## src/rtl/spi_minion_arbiter.sv

```systemverilog
// spi_minion_arbiter: shares one SPI minion adapter between num_reqs endpoints.
// Downstream path: round-robin arbiter that tags each endpoint message with its
// source ID in the MSBs. Upstream path: router that delivers adapter messages to
// the endpoint named by the MSB tag. Each path has a single registered entry.
// Optional feature: define SPI_ARB_ERR_CNT_EN to get a saturating misroute
// counter on err_count; without it err_count is tied to zero.
module spi_minion_arbiter #(
  parameter int msg_nbits = 6,
  parameter int num_reqs  = 2
) (
  input  logic                   clk,
  input  logic                   reset,
  input  logic [msg_nbits-1:0]   adp_send_msg,
  input  logic                   adp_send_val,
  output logic                   adp_send_rdy,
  output logic [msg_nbits-1:0]   adp_recv_msg,
  output logic                   adp_recv_val,
  input  logic                   adp_recv_rdy,
  input  logic [num_reqs*(msg_nbits-$clog2(num_reqs))-1:0] req_msg,
  input  logic [num_reqs-1:0]    req_val,
  output logic [num_reqs-1:0]    req_rdy,
  output logic [msg_nbits-$clog2(num_reqs)-1:0] resp_msg,
  output logic [num_reqs-1:0]    resp_val,
  input  logic [num_reqs-1:0]    resp_rdy,
  output logic [7:0]             err_count
);

  localparam int an = $clog2(num_reqs);
  localparam int dw = msg_nbits - an;
  localparam logic [an:0]   num_wide = (an+1)'(num_reqs);
  localparam logic [an-1:0] last_id  = an'(num_reqs - 1);

  // ---------------- arbiter state (endpoints -> adapter) ----------------
  logic                 or_full;
  logic [msg_nbits-1:0] or_msg;
  logic [an-1:0]        ptr;
  logic                 can_load;
  logic                 grant_found;
  logic [an-1:0]        grant_idx;
  logic [an:0]          scan_idx;
  logic [an-1:0]        scan_lo;
  logic [dw-1:0]        grant_data;

  // ---------------- router state (adapter -> endpoints) -----------------
  logic                 rr_full;
  logic [an-1:0]        rr_dst;
  logic [dw-1:0]        rr_data;
  logic                 drain;
  logic                 send_fire;
  logic [an-1:0]        send_tag;
  logic                 tag_ok;

  assign can_load = !or_full || adp_recv_rdy;

  // Round-robin search starting at ptr; nothing is granted during reset or when
  // the output register cannot accept a new entry.
  always_comb begin
    grant_found = 1'b0;
    grant_idx   = '0;
    scan_idx    = '0;
    scan_lo     = '0;
    if (!reset && can_load) begin
      for (int i = 0; i < num_reqs; i++) begin
        scan_idx = {1'b0, ptr} + (an+1)'(i);
        if (scan_idx >= num_wide)
          scan_idx = scan_idx - num_wide;
        scan_lo = scan_idx[an-1:0];
        if (!grant_found && req_val[scan_lo]) begin
          grant_found = 1'b1;
          grant_idx   = scan_lo;
        end
      end
    end
  end

  assign grant_data = req_msg[grant_idx*dw +: dw];

  // One-hot ready to the granted endpoint.
  always_comb begin
    req_rdy = '0;
    if (grant_found)
      req_rdy[grant_idx] = 1'b1;
  end

  // Output register: load the tagged winner, otherwise empty once it drains.
  always_ff @(posedge clk) begin
    if (reset) begin
      or_full <= 1'b0;
      or_msg  <= '0;
      ptr     <= '0;
    end else if (grant_found) begin
      or_full <= 1'b1;
      or_msg  <= {grant_idx, grant_data};
      ptr     <= (grant_idx == last_id) ? '0 : grant_idx + 1'b1;
    end else if (adp_recv_rdy) begin
      or_full <= 1'b0;
    end
  end

  assign adp_recv_val = or_full;
  assign adp_recv_msg = or_msg;

  // ---------------- router ----------------
  assign drain        = rr_full && resp_rdy[rr_dst];
  assign adp_send_rdy = !reset && (!rr_full || drain);
  assign send_fire    = adp_send_val && adp_send_rdy;
  assign send_tag     = adp_send_msg[msg_nbits-1 -: an];
  assign tag_ok       = ({1'b0, send_tag} < num_wide);

  // Route register: accept in-range messages, drop misrouted ones, and empty
  // when the addressed endpoint takes the current entry.
  always_ff @(posedge clk) begin
    if (reset) begin
      rr_full <= 1'b0;
      rr_dst  <= '0;
      rr_data <= '0;
    end else if (send_fire && tag_ok) begin
      rr_full <= 1'b1;
      rr_dst  <= send_tag;
      rr_data <= adp_send_msg[dw-1:0];
    end else if (drain) begin
      rr_full <= 1'b0;
    end
  end

  // Decode the held destination into a one-hot valid.
  always_comb begin
    resp_val = '0;
    if (rr_full)
      resp_val[rr_dst] = 1'b1;
  end

  assign resp_msg = rr_data;

`ifdef SPI_ARB_ERR_CNT_EN
  logic       misroute;
  logic [7:0] err_q;

  assign misroute = send_fire && !tag_ok;

  // Saturating count of dropped messages, cleared only by reset.
  always_ff @(posedge clk) begin
    if (reset)
      err_q <= 8'd0;
    else if (misroute && err_q != 8'hFF)
      err_q <= err_q + 8'd1;
  end

  assign err_count = err_q;
`else
  assign err_count = 8'd0;
`endif

endmodule

```

## config.mk

```make
export PLATFORM = sky130hd
export DESIGN_NAME = spi_minion_arbiter
export DESIGN_NICKNAME = d
export VERILOG_FILES = /design/src/rtl/spi_minion_arbiter.sv
export SDC_FILE = /design/constraint.sdc
export NUM_CORES = 1
export LEC_CHECK = 0
export CORE_MARGIN = 5
export CORE_UTILIZATION = 34
export CTS_CLUSTER_SIZE = 12
export DETAILED_ROUTE_END_ITERATION = 8
export PLACE_DENSITY = 0.76
export SYNTH_ARGS = -nofsm -noshare
export SYNTH_HDL_FRONTEND = slang
export SYNTH_SLANG_ARGS = --single-unit
export TNS_END_PERCENT = 50
```

## constraint.sdc

```tcl
create_clock -name clk -period 1.3 [get_ports clk]
set_clock_uncertainty 0.15 [all_clocks]
set_input_delay 0.195 -clock clk [delete_from_list [all_inputs] [get_ports clk]]
set_output_delay 0.195 -clock clk [all_outputs]
set_load 0.005 [all_outputs]
```

==> results of run 1 <==
-- metal layers --
| metal | track usage, % | vias to the layer above |
|---|---|---|
| met5 | 0 | - |
| met3 | 4.19 | 2 |
| met2 | 26.9 | 57 |
| li1 | - | 477 |
| met1 | 18.3 | 467 |
| met4 | 4.64 | 0 |
-- per-stage QoR --
step / std cells / total power, mW / hold slack [ns] / TNS, ns
floorplan: 110 / 0.696 / 0.161 / 0
global placement: 184 / 0.898 / 0.330 / -6.06
detailed placement: 184 / 0.909 / 0.344 / -6.69
CTS: 193 / 1.18 / 0.283 / -0.473
global route: 193 / 1.25 / 0.300 / -0.896
finish: 193 / 1.18 / 0.294 / -0.403
-- cell type report --
type	instances	area, sq um	share of cell area [%]
multi-input cells	67	505	34.3
repair buffers	64	538	36.5
inverters	13	48.8	3.31
flip-flops and latches	15	318	21.6
clock buffers	4	26.3	1.78
well taps	30	37.5	2.55
-- logic make-up (layout without fill, tap and decap cells) --
group / after synthesis / after routing
multiplexers: 1 / 1
flip-flops: 15 / 15
buffers and inverters: 28 / 81
AND/OR/NAND/NOR: 32 / 32
AO/OA/AOI/OAI: 26 / 26
other: 1 / 8
-- layout by cell type (no fill, tap or decap), types with 3 or more instances in the layout --
| cell | synthesis | layout |
|---|---|---|
| buf_4 | 9 | 24 |
| clkdlybuf4s50_1 | 0 | 19 |
| dlygate4sd2_1 | 0 | 15 |
| inv_1 | 13 | 12 |
| dfxtp_2 | 0 | 11 |
| conb_1 | 1 | 8 |
| nand4b_1 | 6 | 6 |
| nand4_1 | 5 | 5 |
| o221ai_1 | 5 | 5 |
| nand2_1 | 5 | 5 |
| nor3b_1 | 5 | 5 |
| a31oi_1 | 5 | 5 |
| o311ai_2 | 4 | 4 |
| a21oi_1 | 6 | 4 |
| buf_2 | 4 | 4 |
| dfxtp_1 | 15 | 3 |
| clkbuf_4 | 0 | 3 |
-- worst min path at each step --
| stage | slack (ns) | to | cells after the start | start |
|---|---|---|---|---|
| 2_1_floorplan | 0.16 | ptr$_SDFFE_PP0P_ | 1 | req_val[1] |
| 3_3_place_gp | 0.33 | adp_recv_msg[5]$_SDFFE_PP0P_ | 2 | adp_recv_msg[5]$_SDFFE_PP0P_ |
| 3_5_place_dp | 0.34 | adp_recv_msg[5]$_SDFFE_PP0P_ | 2 | adp_recv_msg[5]$_SDFFE_PP0P_ |
| 4_1_cts | 0.28 | ptr$_SDFFE_PP0P_ | 3 | req_val[1] |
| 5_1_grt | 0.30 | ptr$_SDFFE_PP0P_ | 3 | req_val[1] |
| 6_report | 0.29 | ptr$_SDFFE_PP0P_ | 3 | req_val[1] |
-- registers in the layout, summed over array words and instances, names as in the netlist --
register	cells
rr_dst	1
ptr	1
rr_full	1
resp_msg	5
adp_recv_msg	6
adp_recv_val	1
-- where the power goes --
part / total, mW / internal, mW / switching [mW]
clock: 0.264 / 0.119 / 0.145
combinational: 0.379 / 0.221 / 0.159
sequential: 0.534 / 0.506 / 0.0280
-- what timing repair did --
| item | CTS | global route |
|---|---|---|
| endpoints found under the setup margin | 28 | 18 |
| hold buffers | 0 | 0 |
| buffers inserted | 5 | 1 |
| gates resized for setup | 55 | 8 |
| pin swaps | 5 | 7 |
| cloned | 0 | 0 |
-- critical path: stages, from the launching register on --
cell	delay, ns
dfxtp_2	0.35
mux2i_2	0.24
a21oi_2	0.09
buf_2	0.14
==> qor.txt, run 1 <==
outcome = finished, violations left
failing checks = setup timing
crit end category = output pin
Mapped Area = 890 sq um
die area = 3740 sq um
cell taking the most area after synthesis = dfxtp_1
clock root buffer = clkbuf_4
Port-buffer cells = 40
crit path max fanout = 2
gpl congestion = 0.813
GR Overflow Total = 0
top cell type's share of synthesized area = 33.8%
DR WL/cell = 14.3 microns
DRT Pass-1 Iters = 4
RR Startpoint = adp_recv_val$_SDFFE_PP0P_
count of cell types in the netlist = 27
Area growth syn-to-layout = 65.7%
met1 wire length = 1.13 mm
vias in the first global route = 1045
fin crit share = 111%
Place WS = -0.627 ns
GRT Util Overall = 15.4%
Placed Area = 1390 sq um
Antenna diodes = 0
Setup WS post-layout = -0.142 ns
die outline height = 61.2 microns
Via-to-Cell Ratio = 5.20
fin crit period = 1.44 ns
Initial Util = 35.6%
cell count after synthesis = 103
crit path kind = reg2out
xor/xnor cell area share of the yosys netlist = 0%
# fillers = 226
Post-Synth Adder-Cell Area = 0%
hpwl dp = 2.04 mm
reg2reg end = adp_recv_msg[3]$_SDFFE_PP0P_
Die Wd = 61.2 microns
Power Dens Cells = 799 nW/um^2
YS warnings = 0
layout cells sized above 1 = 37.4%
# IOs = 49
Compound-Gate Fraction of Synth Area = 24.8%
Initial DRC Count = 34
leakage power = 0.671 nW
final core utilization = 59.0%
row count = 18
R2R setup slack = -0.01 ns
Residual DRC = 0
synth top area cells = dfxtp_1 34%, buf_4 7.6%, o311ai_2 7.3%, nand4b_1 5.9%, inv_1 5.5%
Final Cell Area = 1470 sq um
Post-synth ARST share = 0%
met3 routed WL = 329 microns
Critical Path Source Type = flop
VDD IR max = 0.466 mV
largest family of logic cells by synthesized area = compound AO/OA/AOI/OAI gates
routed vias = 1003
Max Cap Viol = 0
largest net degree at the start of global routing = 12
metal2 WL = 1.30 mm
H-tree levels = 1
Max Slew Vio Count = 0
HP Class = in2reg
Post-Synth Simple-Gate Area = 22.5%
critical path startpoint = rr_dst$_SDFFE_PP0P_
fmax = 0.693 GHz
Synth top cells by count = 15 x dfxtp_1, 13 x inv_1, 9 x buf_4
cts bufs inserted = 3
Longest Clk Path Bufs = 2
most frequent cell after synthesis = dfxtp_1
Clock Pin Slew Worst Setup and Hold Paths = 0.09 ns
EDFF count, synth = 0
Antenna Nets Post-Route = 0
Setup violations, final = 7
R2R cell count = 4
drt total wl = 2.76 mm
Hold Violations, Final = 0
crit path DAT = 1.10 ns
total core area = 2500 sq um
Final #Nets = 188
first-pass GRT wire length = 4.46 mm
CTS tree = done
Crit path required time = 0.95 ns
Synth Flop Type = dfxtp_1
Mapped Avg Cell Area = 8.64 sq um
initial antenna violation count = 0
max layer used = met4
multiplexer area fraction after synthesis = 1.55%
Seq/Total Area, Yosys = 33.8%
Clk Latency, worst-skew pair = 0.27 ns
Synth Register Bits = 15
Sink Count = 15
Setup crit end = adp_send_rdy
RSZ-0062 raised after global routing = yes
Power figures use the tool's default switching activity.
==> run 2: changes to the inputs <==
Settings changed: CORE_UTILIZATION 34 to 36, CTS_BUF_LIST set to sky130_fd_sc_hd__clkbuf_4, PLACE_DENSITY 0.76 to 0.79.
==> run 2 against run 1 <==
- the run still ends with setup timing left
- design area increased by 8.2%
- via count increased by 0.90%
- setup slack got worse by 0.031 ns
- register-to-register slack got worse by 0.11 ns
- utilization increased by 7.2 points
- largest cell class unchanged
==> qor.txt, run 2 (synthesis gave the netlist of run 1 again) <==
outcome = finished, violations left
failing checks = setup timing
GRT Util Overall = 15.9% (+0.48 points)
layout cells sized above 1 = 40.7% (+3.3 points)
Final Cell Area = 1600 sq um (+8.2%)
clock root buffer = clkbuf_4
CTS tree = done
drt total wl = 2.95 mm (+6.9%)
Critical Path Max Stage Delay = 0.37 ns (+0.02 ns)
largest net degree at the start of global routing = 16 (+4)
Longest Clk Path Bufs = 2 (unchanged)
hold buffers post-CTS = 0 (unchanged)
Antenna Nets Post-Route = 0 (unchanged)
Hold Violations, Final = 0 (unchanged)
area occupied by multi-input gates = 573 sq um (+13%)
Placed Area = 1390 sq um (-0.54%)
row count = 18 (unchanged)
cts bufs inserted = 3 (unchanged)
Setup WS post-layout = -0.173 ns (-0.0306 ns)
HP Class = in2reg
Antenna diodes = 0 (unchanged)
crit path max fanout = 2 (unchanged)
Initial DRC Count = 26 (-24%)
Critical Path Source Type = flop
Post-Layout Cell Count = 197 (+2.1%)
Setup violations, final = 10 (+3)
die area = 3570 sq um (-4.7%)
Final #Nets = 192 (+2.1%)
gpl congestion = 0.842 (+3.5%)
fin crit share = 113% (+2.4 points)
Die Wd = 59.7 microns (-2.4%)
DRT Pass-1 Iters = 4 (unchanged)
H-tree levels = 1 (unchanged)
most common cell after layout, fill and taps aside = buf_4
Power Dens Cells = 778 nW/um^2 (-2.6%)
Port-buffer cells = 40 (unchanged)
Max Slew Vio Count = 0 (unchanged)
vias in the first global route = 1053 (+0.77%)
Sink Count = 15 (unchanged)
crit path DAT = 1.13 ns (+0.03 ns)
placed instance count = 183 (-0.54%)
FF/Latch Area = 313 sq um (-1.6%)
leakage power = 0.718 nW (+6.9%)
routed vias = 1012 (+0.90%)
total core area = 2410 sq um (-3.6%)
VDD IR max = 0.583 mV (+25%)
RSZ-0062 raised after global routing = yes
crit-path cells = mux2i_4, a21oi_2, buf_2
Area growth syn-to-layout = 79.3%
Max Cap Viol = 0 (unchanged)
Residual DRC = 0 (unchanged)
# IOs = 49 (unchanged)
initial antenna violation count = 0 (unchanged)
fin crit period = 1.47 ns (+0.0306 ns)
fmax = 0.679 GHz (-2.1%)
crit end category = output pin
Fin Hold WS = 0.285 ns (-0.00952 ns)
DR WL/cell = 15.0 microns (+4.7%)
setup tns final = -0.744 ns (-0.341 ns)
Crit path required time = 0.95 ns (about the same)
max reg flops = 6 (unchanged)
GR Overflow Total = 0 (unchanged)
Clock Pin Slew Worst Setup and Hold Paths = 0.09 ns (about the same)
hpwl dp = 2.17 mm (+6.7%)
slowest cell on the critical path = dfxtp_4
# fillers = 212 (-6.2%)
Initial Util = 36.9% (+1.3 points)
first-pass GRT wire length = 4.36 mm (-2.2%)
die outline height = 59.7 microns (-2.4%)
most frequent cells in the layout = 23 x buf_4, 19 x clkdlybuf4s50_1, 15 x dlygate4sd2_1, 13 x inv_1, 8 x conb_1
Via-to-Cell Ratio = 5.14 (-1.2%)
crit path kind = reg2out
Clk Latency, worst-skew pair = 0.27 ns (about the same)
==> run 2: worst max-delay path, delay by kind of cell (launching register included) <==
kind | cells | cell delay [ns]
AOI/OAI and AO/OA | 1 | 0.17
buffers and inverters | 1 | 0.14
DFF | 1 | 0.37
muxes | 1 | 0.18
==> run 2: path summary, 6_finish.rpt <==
check | to | from | depth (start not counted) | slack [ns]
setup / recovery | adp_send_rdy | rr_dst$_SDFFE_PP0P_ | 3 | -0.17
hold / removal | ptr$_SDFFE_PP0P_ | req_val[1] | 3 | 0.28
setup reg to reg | rr_dst$_SDFFE_PP0P_ | rr_dst$_SDFFE_PP0P_ | 5 | -0.12
hold reg to reg | adp_recv_msg[5]$_SDFFE_PP0P_ | adp_recv_msg[5]$_SDFFE_PP0P_ | 2 | 0.33
==> run 2: timing repair <==
| item | CTS | global route |
|---|---|---|
| pin swaps | 2 | 5 |
| gates resized for setup | 62 | 14 |
| endpoints found under the hold margin | 0 | 0 |
| gates cloned | 0 | 1 |
| setup buffers | 8 | 5 |
| setup endpoints to repair | 27 | 18 |
==> run 2: cell type report <==
| class | instances | share of cell area (%) |
|---|---|---|
| clock buffers | 4 | 1.88 |
| well taps | 30 | 2.35 |
| flip-flops and latches | 15 | 19.6 |
| multi-input cells | 67 | 35.9 |
| repair buffers | 68 | 37.2 |
| inverters | 13 | 3.06 |
==> run 2: where the power goes <==
group          switching [mW]  total [mW]  leakage, nW  internal (mW)
Sequential             0.0275       0.531        0.127          0.504
Clock                   0.137       0.277       0.0184          0.140
Combinational           0.181       0.433        0.572          0.251
==> run 2: stage by stage <==
stage | utilization, % | setup slack (ns) | power (mW)
5_1_grt | 66.2 | -0.230 | 1.31
2_1_floorplan | - | 0.0193 | 0.696
3_3_place_gp | 57.5 | -0.592 | 0.894
3_5_place_dp | 57.5 | -0.634 | 0.908
6_report | 66.2 | -0.173 | 1.24
4_1_cts | 63.7 | -0.144 | 1.22
==> run 2: routing by layer <==
layer,up-vias,track usage [%],wire (microns)
met4,0,3.80,0
met1,481,16.7,1110
met5,-,0,0
met3,0,4.97,251
li1,491,-,-
met2,40,30.1,1580
==> run 3: changes to the inputs <==
Settings changed: ABC_AREA set to 1, CORE_UTILIZATION 36 to 35.
==> run 3 against run 2 <==
- the flow still finishes with violations (setup timing)
- area after synthesis fell by 4.8%
- global-route usage fell by 1.2 points
- sequential share of layout area rose by 2.0 points
- maximum frequency rose by 0.52%
- combinational power fell by 17%
- register-to-register slack improved by 0.10 ns
- non-clock buffer count fell by 8
- setup slack improved by 0.0077 ns
- clock-buffer cell count did not move
- routed wire length fell by 12%
- critical path type unchanged
- largest cell class unchanged
- largest power group unchanged
- highest routed layer is now met4
==> qor.txt, run 3 <==
Initial DRC Count = 19 (-27%)
hpwl dp = 1.91 mm (-12%)
Synth top cells by count = 30 x nand2_1, 23 x nor2_1, 21 x inv_1
# IOs = 49 (unchanged)
Final #Nets = 209 (+8.9%)
crit path max fanout = 3 (+1)
Compound-Gate Fraction of Synth Area = 7.68% (-17 points)
Mapped Area = 847 sq um (-4.8%)
die outline height = 59.2 microns (-0.86%)
routed vias = 947 (-6.4%)
outcome = finished, violations left
Critical Path Source Type = flop
top cell type's share of synthesized area = 35.5% (+1.7 points)
DR WL/cell = 12.2 microns (-18%)
Via-to-Cell Ratio = 4.47 (-13%)
Post-synth ARST share = 0% (unchanged)
Port-buffer cells = 40 (unchanged)
Seq/Total Area, Yosys = 35.5% (+1.7 points)
most frequent cells in the layout = 25 x nand2_1, 18 x nor2_1, 18 x clkdlybuf4s50_1, 16 x dlygate4sd2_1, 15 x inv_1
GR Overflow Total = 0 (unchanged)
Synth Register Bits = 15 (unchanged)
xor/xnor cell area share of the yosys netlist = 0% (unchanged)
Setup WS post-layout = -0.165 ns (+0.00768 ns)
count of cell types in the netlist = 18 (-33%)
drt total wl = 2.60 mm (-12%)
GRT Util Overall = 14.7% (-1.2 points)
Max Cap Viol = 0 (unchanged)
multiplexer area fraction after synthesis = 0% (-1.5 points)
YS warnings = 0 (unchanged)
crit path DAT = 1.12 ns (about the same)
RSZ-0062 raised after global routing = yes
largest net degree at the start of global routing = 15 (-1)
layout cells sized above 1 = 34.8% (-5.9 points)
Antenna diodes = 0 (unchanged)
Power Dens Cells = 800 nW/um^2 (+2.9%)
Post-Synth Adder-Cell Area = 0% (unchanged)
EDFF count, synth = 0 (unchanged)
vias in the first global route = 935 (-11%)
most frequent cell after synthesis = nand2_1
max layer used = met4
fin crit share = 113% (-0.59 points)
CTS tree = done
clock root buffer = clkbuf_4
H-tree levels = 1 (unchanged)
Antenna Nets Post-Route = 0 (unchanged)
largest family of logic cells by synthesized area = simple AND/OR/NAND/NOR gates
Sink Count = 15 (unchanged)
metal2 WL = 1.30 mm (-18%)
Residual DRC = 0 (unchanged)
Place WS = -0.591 ns (+0.0420 ns)
hold buffers post-CTS = 0 (unchanged)
Max Slew Vio Count = 0 (unchanged)
cell taking the most area after synthesis = dfxtp_1
Area growth syn-to-layout = 71.6%
Hold Violations, Final = 0 (unchanged)
fin crit period = 1.47 ns (-0.00768 ns)
row count = 17 (-1)
cell count after synthesis = 123 (+19%)
met1 wire length = 1.05 mm (-5.3%)
Fin Hold WS = 0.213 ns (-0.0715 ns)
total core area = 2250 sq um (-6.4%)
R2R setup slack = -0.02 ns (+0.10 ns)
initial antenna violation count = 0 (unchanged)
Synth Flop Type = dfxtp_1
cts bufs inserted = 3 (unchanged)
VDD IR max = 0.503 mV (-14%)
met3 routed WL = 217 microns (-14%)
crit end category = output pin
Clock Pin Slew Worst Setup and Hold Paths = 0.09 ns (about the same)
synth top area cells = dfxtp_1 35%, nand2_1 13%, nor2_1 10%, inv_1 9.3%, buf_4 7.1%
Clk Latency, worst-skew pair = 0.28 ns (about the same)
Post-Synth Simple-Gate Area = 37.5% (+15 points)
HP Class = in2reg
fmax = 0.683 GHz (+0.52%)
DRT Pass-1 Iters = 4 (unchanged)
die area = 3500 sq um (-1.7%)
Setup violations, final = 11 (+1)
Die Wd = 59.2 microns (-0.86%)
Initial Util = 37.6% (+0.65 points)
leakage power = 0.776 nW (+8.1%)
failing checks = setup timing
Crit path required time = 0.95 ns (about the same)
gpl congestion = 0.841 (about the same)
first-pass GRT wire length = 3.97 mm (-8.9%)
Longest Clk Path Bufs = 2 (unchanged)
crit path kind = reg2out
Mapped Avg Cell Area = 6.89 sq um (-20%)
max reg flops = 6 (unchanged)
most common cell after layout, fill and taps aside = nand2_1
==> run 3: cell count changes after synthesis, moves of 3 or more <==
cell and change:
nand2_1 +25, a21oi_1 -4, nor2b_1 -3, a31oi_1 -5, o311ai_2 -4, nor3b_1 -5, nand3_1 +5, nand4b_1 -6
buf_2 -4, nor2_1 +20, o221ai_1 -5, inv_1 +8
==> run 3: metal layers <==
layer | GRT usage [%] | vias to the layer above
met5 | 0 | -
met4 | 4.85 | 0
met3 | 4.36 | 4
met2 | 26.1 | 50
met1 | 16.5 | 413
li1 | - | 480
==> run 3: cells by family after synthesis <==
kind of cell | count (synthesis)
and+or+nand+nor | 69
other | 1
AOI/OAI and AO/OA | 6
buffers and inverters | 32
DFF | 15
==> run 3: worst paths after layout <==
check,start,to,depth (start not counted)
setup / recovery,rr_dst$_SDFFE_PP0P_,adp_send_rdy,6
hold / removal,adp_recv_rdy,adp_recv_val$_SDFFE_PP0P_,4
setup reg to reg,rr_dst$_SDFFE_PP0P_,rr_dst$_SDFFE_PP0P_,8
hold reg to reg,ptr$_SDFFE_PP0P_,ptr$_SDFFE_PP0P_,2
==> run 3: through the flow <==
step | utilization (%) | instance area (sq um) | std cells | total power [mW] | TNS, ns
2_1_floorplan | - | 873 | 130 | 0.673 | 0
3_3_place_gp | 58.4 | 1320 | 199 | 0.844 | -6.03
3_5_place_dp | 58.4 | 1320 | 199 | 0.853 | -6.62
4_1_cts | 60.8 | 1370 | 208 | 1.13 | -0.470
5_1_grt | 64.5 | 1450 | 212 | 1.23 | -1.42
6_report | 64.5 | 1450 | 212 | 1.16 | -0.770
==> run 3: power by group <==
part	internal, mW	leakage (nW)	switching (mW)
sequential	0.498	0.127	0.0231
clock	0.140	0.0184	0.143
combinational	0.196	0.630	0.163
==> run 3: worst max-delay path, stage by stage (launching register included) <==
cell and delay (ns):
dfxtp_4 0.37, buf_6 0.10, nand2_4 0.04, o211ai_4 0.07, inv_1 0.06, nor2_1 0.09
buf_2 0.12
==> run 3: cell type report <==
| cell class | instances | area (sq um) |
|---|---|---|
| Clock buffer | 4 | 30.0 |
| Inverter | 22 | 85.1 |
| Timing Repair Buffer | 60 | 529 |
| Tap cell | 28 | 35.0 |
| Multi-Input combinational cell | 83 | 460 |
| Sequential cell | 15 | 314 |
| Fill cell | 208 | 801 |
==> run 3: what timing repair did <==
action	CTS	global route
buffers inserted	5	6
pin swaps	4	7
hold endpoints to repair	0	0
gates resized for setup	56	20
endpoints found under the setup margin	28	18
